$ cat src/rtl/pipe_hazard_unit_pkg.sv
// Shared types for the pipeline hazard/forwarding controller.
//   fwd_sel_t   : EXE operand mux select (register file, WB latch, MEM latch)
//   hz_entry_t  : shadow copy of one in-flight writer {valid, regwrite, memtoreg, dst}
//   BRANCH_*    : stage numbers at which pcsrc may resolve
//   writes_reg(): "this entry will write register r" test shared by all comparators
package pipe_pkg;

  typedef enum logic [1:0] {
    FWD_REG = 2'b00,
    FWD_WB  = 2'b01,
    FWD_MEM = 2'b10
  } fwd_sel_t;

  // Shadow entries carry the destination zero-extended to this width so one
  // struct type serves every REG_W up to REG_W_MAX.
  localparam int REG_W_MAX = 8;

  localparam int BRANCH_EXE = 2;
  localparam int BRANCH_MEM = 3;

  typedef struct packed {
    logic                 valid;
    logic                 regwrite;
    logic                 memtoreg;
    logic [REG_W_MAX-1:0] dst;
  } hz_entry_t;

  // Register 0 is hard-wired, so a write to it never creates a dependency.
  function automatic logic writes_reg(hz_entry_t e, logic [REG_W_MAX-1:0] r);
    return e.valid && e.regwrite && (e.dst != '0) && (e.dst == r);
  endfunction

endpackage

$ cat src/rtl/pipe_hazard_unit_if.sv
// Bundle between the pipeline datapath and the hazard unit.
//   master : datapath side, drives the DEC-stage description and pcsrc,
//            receives stall/bubble/flush/forwarding and the perf counters
//   slave  : hazard unit side
interface pipe_hazard_if #(
  parameter int REG_W   = 5,
  parameter int NUM_SRC = 2,
  parameter int CNT_W   = 16
);
  logic                     valid_DEC;
  logic [NUM_SRC*REG_W-1:0] src_DEC;
  logic [NUM_SRC-1:0]       srcuse_DEC;
  logic [REG_W-1:0]         dst_DEC;
  logic                     regwrite_DEC;
  logic                     memtoreg_DEC;
  logic                     pcsrc;
  logic                     stall;
  logic                     bubble_EXE;
  logic                     flush_IFDEC;
  logic [NUM_SRC*2-1:0]     fwd_sel_EXE;
  logic [CNT_W-1:0]         stall_cnt;
  logic [CNT_W-1:0]         flush_cnt;

  modport master (
    output valid_DEC, src_DEC, srcuse_DEC, dst_DEC, regwrite_DEC, memtoreg_DEC, pcsrc,
    input  stall, bubble_EXE, flush_IFDEC, fwd_sel_EXE, stall_cnt, flush_cnt
  );

  modport slave (
    input  valid_DEC, src_DEC, srcuse_DEC, dst_DEC, regwrite_DEC, memtoreg_DEC, pcsrc,
    output stall, bubble_EXE, flush_IFDEC, fwd_sel_EXE, stall_cnt, flush_cnt
  );
endinterface

$ cat src/rtl/pipe_hazard_unit_src_match.sv
// Per-operand comparator slice.
//   dec_src/dec_use : operand as seen in DEC, compared against EXE/MEM/WB
//   exe_src/exe_use : same operand slot of the instruction now in EXE,
//                     compared against MEM/WB to pick the forwarding source
//   exe/mem/wb      : shadow writer entries
//   dec_match       : {wb, mem, exe} hit vector for the DEC operand
//   fwd_sel         : forwarding select for the EXE operand (youngest wins)
module hazard_src_match
  import pipe_pkg::*;
#(
  parameter int REG_W = 5
) (
  input  logic [REG_W-1:0] dec_src,
  input  logic             dec_use,
  input  logic [REG_W-1:0] exe_src,
  input  logic             exe_use,
  input  hz_entry_t        exe,
  input  hz_entry_t        mem,
  input  hz_entry_t        wb,
  output logic [2:0]       dec_match,
  output fwd_sel_t         fwd_sel
);

  logic [REG_W_MAX-1:0] dec_ext;
  logic [REG_W_MAX-1:0] exe_ext;

  assign dec_ext = REG_W_MAX'(dec_src);
  assign exe_ext = REG_W_MAX'(exe_src);

  always_comb begin
    dec_match[0] = dec_use & writes_reg(exe, dec_ext);
    dec_match[1] = dec_use & writes_reg(mem, dec_ext);
    dec_match[2] = dec_use & writes_reg(wb,  dec_ext);

    // MEM is checked first: it holds the more recent write of the register.
    fwd_sel = FWD_REG;
    if (exe_use && writes_reg(mem, exe_ext)) begin
      fwd_sel = FWD_MEM;
    end else if (exe_use && writes_reg(wb, exe_ext)) begin
      fwd_sel = FWD_WB;
    end
  end

endmodule

$ cat src/rtl/pipe_hazard_unit.sv
// Hazard/forwarding controller for the 5-stage MIPS pipeline.
// Tracks the writers in EXE/MEM/WB in a shadow scoreboard and derives, purely
// combinationally from that state and the DEC description:
//   stall        : hold PC and IF/DEC latch
//   bubble_EXE   : load an empty instruction into DEC/EXE this edge
//   flush_IFDEC  : squash IF/DEC this edge (taken branch)
//   fwd_sel_EXE  : per-operand fwd_sel_t for the EXE operand muxes
//   stall_cnt / flush_cnt : saturating event counters
// Ports: clk, reset (asynchronous, active-low), hz (pipe_hazard_if.slave).
module pipe_hazard_unit
  import pipe_pkg::*;
#(
  parameter int REG_W        = 5,
  parameter int NUM_SRC      = 2,
  parameter int FWD_EN       = 1,
  parameter int BRANCH_STAGE = BRANCH_MEM,
  parameter int CNT_W        = 16
) (
  input  logic         clk,
  input  logic         reset,
  pipe_hazard_if.slave hz
);

  hz_entry_t                exe_reg, exe_next;
  hz_entry_t                mem_reg, mem_next;
  hz_entry_t                wb_reg;
  logic [NUM_SRC*REG_W-1:0] exe_src_reg, exe_src_next;
  logic [NUM_SRC-1:0]       exe_srcuse_reg, exe_srcuse_next;
  logic [CNT_W-1:0]         stall_cnt_reg, stall_cnt_next;
  logic [CNT_W-1:0]         flush_cnt_reg, flush_cnt_next;

  logic [NUM_SRC-1:0]       exe_hit, mem_hit, wb_hit;
  logic [NUM_SRC*2-1:0]     fwd_sel_vec;
  logic                     branch_taken;
  logic                     load_use;
  logic                     raw_any;
  logic                     hazard;
  logic                     stall;
  logic                     bubble;

  genvar gi;
  generate
    for (gi = 0; gi < NUM_SRC; gi++) begin : g_src
      logic [2:0] dec_match;
      fwd_sel_t   sel;

      hazard_src_match #(.REG_W(REG_W)) u_match (
        .dec_src   (hz.src_DEC[gi*REG_W +: REG_W]),
        .dec_use   (hz.srcuse_DEC[gi]),
        .exe_src   (exe_src_reg[gi*REG_W +: REG_W]),
        .exe_use   (exe_srcuse_reg[gi] & exe_reg.valid),
        .exe       (exe_reg),
        .mem       (mem_reg),
        .wb        (wb_reg),
        .dec_match (dec_match),
        .fwd_sel   (sel)
      );

      assign exe_hit[gi] = dec_match[0];
      assign mem_hit[gi] = dec_match[1];
      assign wb_hit[gi]  = dec_match[2];
      // Without forwarding every RAW is resolved by stalling, so the muxes
      // always take the register file.
      assign fwd_sel_vec[gi*2 +: 2] = (FWD_EN != 0) ? sel : FWD_REG;
    end
  endgenerate

  // pcsrc is a live input, so it is gated here to keep flush/bubble quiet
  // while reset is held; everything else is already zero via cleared state.
  assign branch_taken = hz.pcsrc & reset;
  assign load_use     = hz.valid_DEC & exe_reg.memtoreg & (|exe_hit);
  assign raw_any      = hz.valid_DEC & (|(exe_hit | mem_hit | wb_hit));
  assign hazard       = (FWD_EN != 0) ? load_use : raw_any;
  // A taken branch squashes DEC, so its hazard is moot and must not stall.
  assign stall        = hazard & ~branch_taken;
  assign bubble       = hazard | branch_taken;

  assign hz.stall       = stall;
  assign hz.bubble_EXE  = bubble;
  assign hz.flush_IFDEC = branch_taken;
  assign hz.fwd_sel_EXE = fwd_sel_vec;
  assign hz.stall_cnt   = stall_cnt_reg;
  assign hz.flush_cnt   = flush_cnt_reg;

  always_comb begin
    exe_next.valid    = hz.valid_DEC;
    exe_next.regwrite = hz.regwrite_DEC;
    exe_next.memtoreg = hz.memtoreg_DEC;
    exe_next.dst      = REG_W_MAX'(hz.dst_DEC);
    exe_src_next      = hz.src_DEC;
    exe_srcuse_next   = hz.srcuse_DEC;
    if (bubble) begin
      exe_next        = '0;
      exe_src_next    = '0;
      exe_srcuse_next = '0;
    end

    // Branch resolving in MEM: the instruction behind it (now in EXE) is on
    // the wrong path and must not reach MEM.
    mem_next = exe_reg;
    if (branch_taken && (BRANCH_STAGE == BRANCH_MEM)) begin
      mem_next = '0;
    end

    stall_cnt_next = stall_cnt_reg;
    if (stall && (stall_cnt_reg != '1)) begin
      stall_cnt_next = stall_cnt_reg + CNT_W'(1);
    end

    flush_cnt_next = flush_cnt_reg;
    if (branch_taken && (flush_cnt_reg != '1)) begin
      flush_cnt_next = flush_cnt_reg + CNT_W'(1);
    end
  end

  always_ff @(posedge clk or negedge reset) begin
    if (!reset) begin
      exe_reg        <= '0;
      mem_reg        <= '0;
      wb_reg         <= '0;
      exe_src_reg    <= '0;
      exe_srcuse_reg <= '0;
      stall_cnt_reg  <= '0;
      flush_cnt_reg  <= '0;
    end else begin
      exe_reg        <= exe_next;
      mem_reg        <= mem_next;
      wb_reg         <= mem_reg;
      exe_src_reg    <= exe_src_next;
      exe_srcuse_reg <= exe_srcuse_next;
      stall_cnt_reg  <= stall_cnt_next;
      flush_cnt_reg  <= flush_cnt_next;
    end
  end

endmodule

$ cat src/flat_wrapper.sv
// flat-port wrapper written by rule: the top's interface ports become plain ports
module pipe_hazard_unit_flat import pipe_pkg::*;
#(
  parameter int REG_W        = 5,
  parameter int NUM_SRC      = 2,
  parameter int FWD_EN       = 1,
  parameter int BRANCH_STAGE = BRANCH_MEM,
  parameter int CNT_W        = 16
)
  (clk, reset, hz_valid_DEC, hz_src_DEC, hz_srcuse_DEC, hz_dst_DEC, hz_regwrite_DEC, hz_memtoreg_DEC, hz_pcsrc, hz_stall, hz_bubble_EXE, hz_flush_IFDEC, hz_fwd_sel_EXE, hz_stall_cnt, hz_flush_cnt);
  pipe_hazard_if #(.REG_W(REG_W), .NUM_SRC(NUM_SRC), .CNT_W(CNT_W)) hz_i ();
  input  logic clk;
  input  logic reset;
  input wire logic [$bits(hz_i.valid_DEC)-1:0] hz_valid_DEC;
  input wire logic [$bits(hz_i.src_DEC)-1:0] hz_src_DEC;
  input wire logic [$bits(hz_i.srcuse_DEC)-1:0] hz_srcuse_DEC;
  input wire logic [$bits(hz_i.dst_DEC)-1:0] hz_dst_DEC;
  input wire logic [$bits(hz_i.regwrite_DEC)-1:0] hz_regwrite_DEC;
  input wire logic [$bits(hz_i.memtoreg_DEC)-1:0] hz_memtoreg_DEC;
  input wire logic [$bits(hz_i.pcsrc)-1:0] hz_pcsrc;
  output wire logic [$bits(hz_i.stall)-1:0] hz_stall;
  output wire logic [$bits(hz_i.bubble_EXE)-1:0] hz_bubble_EXE;
  output wire logic [$bits(hz_i.flush_IFDEC)-1:0] hz_flush_IFDEC;
  output wire logic [$bits(hz_i.fwd_sel_EXE)-1:0] hz_fwd_sel_EXE;
  output wire logic [$bits(hz_i.stall_cnt)-1:0] hz_stall_cnt;
  output wire logic [$bits(hz_i.flush_cnt)-1:0] hz_flush_cnt;
  assign hz_i.valid_DEC = hz_valid_DEC;
  assign hz_i.src_DEC = hz_src_DEC;
  assign hz_i.srcuse_DEC = hz_srcuse_DEC;
  assign hz_i.dst_DEC = hz_dst_DEC;
  assign hz_i.regwrite_DEC = hz_regwrite_DEC;
  assign hz_i.memtoreg_DEC = hz_memtoreg_DEC;
  assign hz_i.pcsrc = hz_pcsrc;
  assign hz_stall = hz_i.stall;
  assign hz_bubble_EXE = hz_i.bubble_EXE;
  assign hz_flush_IFDEC = hz_i.flush_IFDEC;
  assign hz_fwd_sel_EXE = hz_i.fwd_sel_EXE;
  assign hz_stall_cnt = hz_i.stall_cnt;
  assign hz_flush_cnt = hz_i.flush_cnt;
  pipe_hazard_unit #(.REG_W(REG_W), .NUM_SRC(NUM_SRC), .FWD_EN(FWD_EN), .BRANCH_STAGE(BRANCH_STAGE), .CNT_W(CNT_W)) u_core (.clk(clk), .reset(reset), .hz(hz_i));
endmodule
$ cat config.mk
export PLATFORM = sky130hd
export DESIGN_NAME = pipe_hazard_unit_flat
export DESIGN_NICKNAME = d
export VERILOG_FILES = /design/src/rtl/pipe_hazard_unit_pkg.sv /design/src/rtl/pipe_hazard_unit_if.sv /design/src/rtl/pipe_hazard_unit_src_match.sv /design/src/rtl/pipe_hazard_unit.sv /design/src/flat_wrapper.sv
export SDC_FILE = /design/constraint.sdc
export NUM_CORES = 1
export LEC_CHECK = 0
export CAP_MARGIN = 20
export CORE_MARGIN = 4
export CORE_UTILIZATION = 46
export CTS_CLUSTER_DIAMETER = 30
export DETAILED_ROUTE_END_ITERATION = 8
export GPL_TIMING_DRIVEN = 0
export PLACE_DENSITY = 0.74
export SLEW_MARGIN = 20
export SYNTH_ARGS = -nofsm -noshare
export SYNTH_HDL_FRONTEND = slang
export SYNTH_SLANG_ARGS = --single-unit
$ cat constraint.sdc
create_clock -name clk -period 1.7 [get_ports clk]
set_input_delay 0.17 -clock clk [delete_from_list [all_inputs] [get_ports clk]]
set_output_delay 0.17 -clock clk [all_outputs]
set_load 0.005 [all_outputs]
==> summary.md <==
| Metric | Value |
|---|---|
| Antenna violations before repair | 0 |
| Largest net degree at the start of global routing | 27 |
| Slowest cell on crit path | or4_4 |
| Ant diodes | 0 |
| CP Launch Type | register |
| Area of the core | 0.00642 mm^2 |
| Commonest cells after routing, fill and taps aside | dfrtp_1, clkdlybuf4s50_1, xnor2_1, buf_6, and2_1 |
| Hold slack | -0.000512 ns |
| Failing checks | negative hold slack, negative setup slack |
| DP HPWL | about 5 mm |
| Final Hold Viols | 1 |
| Layout cell share with drive strength beyond 1 | 30.9% |
| Commonest non-fill, non-tap cell in the layout | dfrtp_1 |
| Global-route wire length before repair | 12.9 mm |
| Gr usage total | 19.9% |
| Via count | 2,550 |
| Cell taking the most area after synthesis | dfrtp_1 |
| Required @ worst endpoint | about 1.5 ns |
| Ports | 62 |
| Critical path class | reg -> out |
| Clock-pin slew on the worst setup and hold paths | ~0.070 ns |
| CTS buffer count | 9 |
| Rel. slew slack | about two fifths |
| Syn Area/Cell | 11.3 um^2 |
| Grt ovf | 0 |
| Post-synthesis sequential area ratio | about 53% |
| Leakage | about 2.1 nW |
| Final setup margin | -0.435 ns |
| ANT nets after route | 0 |
| Number of synthesized register bits | 66 |
| Final core utilization | between 70% and 80% |
| Final net count | slightly above 400 |
| Syn nets | 298 |
| Slew Limit Fails | 0 |
| Synth async-reset ratio | 100% |
| Number of setup violations in the final report | 42 |
| Family with the most delay on the worst path | simple AND/OR/NAND/NOR gates |
| Maximum clock rate | 468 MHz |
| Drt pass-1 iters | 5 |
| Worst path cell trace | or4_4, o21a_4, a21oi_4, buf_6, inv_2, buf_2 |
| Unrepaired setup endpoints after global routing | true |
| Post-route DRC violation count | 0 |
| YS warnings | 0 |
| Layout fillers | just over 400 |
| Clock Sinks | between 60 and 70 |
| Largest cells by area after synthesis | dfrtp_1, xnor2_1, and2_1 |
| Power Dens Cells | 795 mW/mm^2 |
| Routed WL | 8.42 mm |
| Least-Margin Pin Slew | 0.904 ns |
| CTS tree | done |
| Syn Std Cell Area | 0.00309 mm^2 |
| Area growth, synth to finish | 52.6% |
| Min-Delay Path Class | in -> async |
| Initial core utilization | 48.1% |
| CTS Buffer Depth | 2 |
| Die Area | ~0.0081 mm^2 |
| Post-route setup TNS | -8.90 ns |
| Gpl congestion | 0.873 |
| Data arrival time of the critical path | 1.97 ns |
| Crit-path max cell delay | 0.57 ns |
| Number of global-route vias before repair | 2,659 |
| Post-route clock period utilization | 126% |
| Crit Path Max Fanout | 2 |
| Main synth FF type | dfrtp_1 |
| Unique cell type count in the Yosys netlist | 42 |
| Pwr Total | 3.75 mW |
| Port-buffer cells | 61 |
| Post-synth EDFFs | 0 |
| Synth Instances | 273 |
| Synth top area share | between 50% and 60% |
| Pre-CTS WS | -0.817 ns |
| Vias per inst | 5.44 |
| Detailed Route Iter0 Violations | 157 |
| Min Tclk post-route | 2.14 ns |
| Clk_lat worst skew | 0.34 ns |
| Die Y | 90.0 um |
| Clock Skews | 0.00991 ns |
| Avg WL per Cell | 18.0 um |
| Setup crit end kind | primary output |
| Maximum VDD drop | 0.000571 V |
| CTS H-tree depth | 3 |
| Root Buffer | clkbuf_8 |
| Die width | ~90 um |
| Row count | 29 |
| Status | complete, but fails checks |
| MaxCap Viol Count | 0 |
| WP buf/inv | 3 |
-- worst paths after layout --
kind,start,endpoint,slack (ns),cells past startpoint
worst max-delay path,u_core.exe_reg[2],hz_bubble_EXE,-0.44,6
worst min-delay path,reset,u_core.hz.stall_cnt[9],-0.0005,5
worst max register to register,u_core.exe_reg[4],u_core.hz.stall_cnt[14],-0.44,10
worst min register to register,u_core.mem_reg[10],u_core.wb_reg[10],0.37,0
max in group asynchronous,reset,u_core.mem_reg[9],0.35,5
min in group clk,u_core.mem_reg[10],u_core.wb_reg[10],0.37,0
-- worst register-to-register path, cell delays in order (launching register included) --
cell and delay, ns:
dfrtp_1 0.42, buf_6 0.13, buf_6 0.11, xnor2_2 0.11
nand4_1 0.17, o22ai_4 0.17, buf_6 0.14, buf_6 0.10
buf_6 0.10, nor4b_4 0.26, mux2_4 0.33
-- cell type report --
class / instances / area [um^2] / share of cell area (%)
clock buffers: 12 / 155 / 3.29
flip-flops and latches: 66 / 1650 / 35.0
plain buffers: 4 / 41.3 / 0.876
multi-input cells: 200 / 1670 / 35.4
repair buffers: 104 / 1080 / 22.8
clock inverters: 3 / 15.0 / 0.318
inverters: 3 / 11.3 / 0.239
well taps: 77 / 96.3 / 2.04
-- cells in the mapped netlist (2+ instances only) --
master	count
inv_1	3
buf_6	2
nand2_1	18
and2_1	26
and3_1	6
or4_1	3
a21oi_1	5
mux2_2	4
nor2_1	12
nand4_1	16
o211ai_1	2
nor3_1	8
nand3_1	15
dfrtp_1	66
xor2_1	13
and4_1	2
xnor2_1	42
nand4b_1	2
nor4_1	3
nand2b_1	2
ha_1	2
-- layer usage --
| layer | GRT usage [%] | vias up | wire (um) |
|---|---|---|---|
| met5 | 0 | - | 0 |
| met4 | 8.04 | 0 | 196 |
| met3 | 4.67 | 24 | 404 |
| met2 | 33.7 | 78 | 4370 |
| met1 | 24.6 | 1276 | 3450 |
| li1 | - | 1172 | - |
-- report_power, final --
part	internal [mW]	switching, mW	leakage (nW)
logic	0.450	0.290	1.15
clock network	0.594	0.574	0.0920
registers	1.70	0.145	0.859
-- cell families (layout without fill, tap and decap cells) --
group / after synthesis / in the layout / synth area share (%)
and+or+nand+nor: 124 / 124 / 23.0
DFF: 66 / 66 / 53.4
xor gates and xnor gates: 55 / 55 / 15.6
AOI/OAI and AO/OA: 15 / 15 / 4.29
buffers and inverters: 7 / 126 / 1.38
muxes: 4 / 4 / 1.46
adders and majority gates: 2 / 2 / 0.810
-- stage by stage --
stage,cell area (um^2),instances
floorplan,3100,273
global placement,3810,411
detailed placement,3830,412
CTS,4470,460
global route,4720,469
finish,4720,469
-- timing repair --
item	CTS	global route
hold endpoints to repair	46	0
resized for setup	59	43
buffers inserted	26	11
cloned	1	2
hold buffers	6	0
setup endpoints to repair	49	52
pin swaps	32	26
No activity file was read; power rests on OpenSTA's default activity.
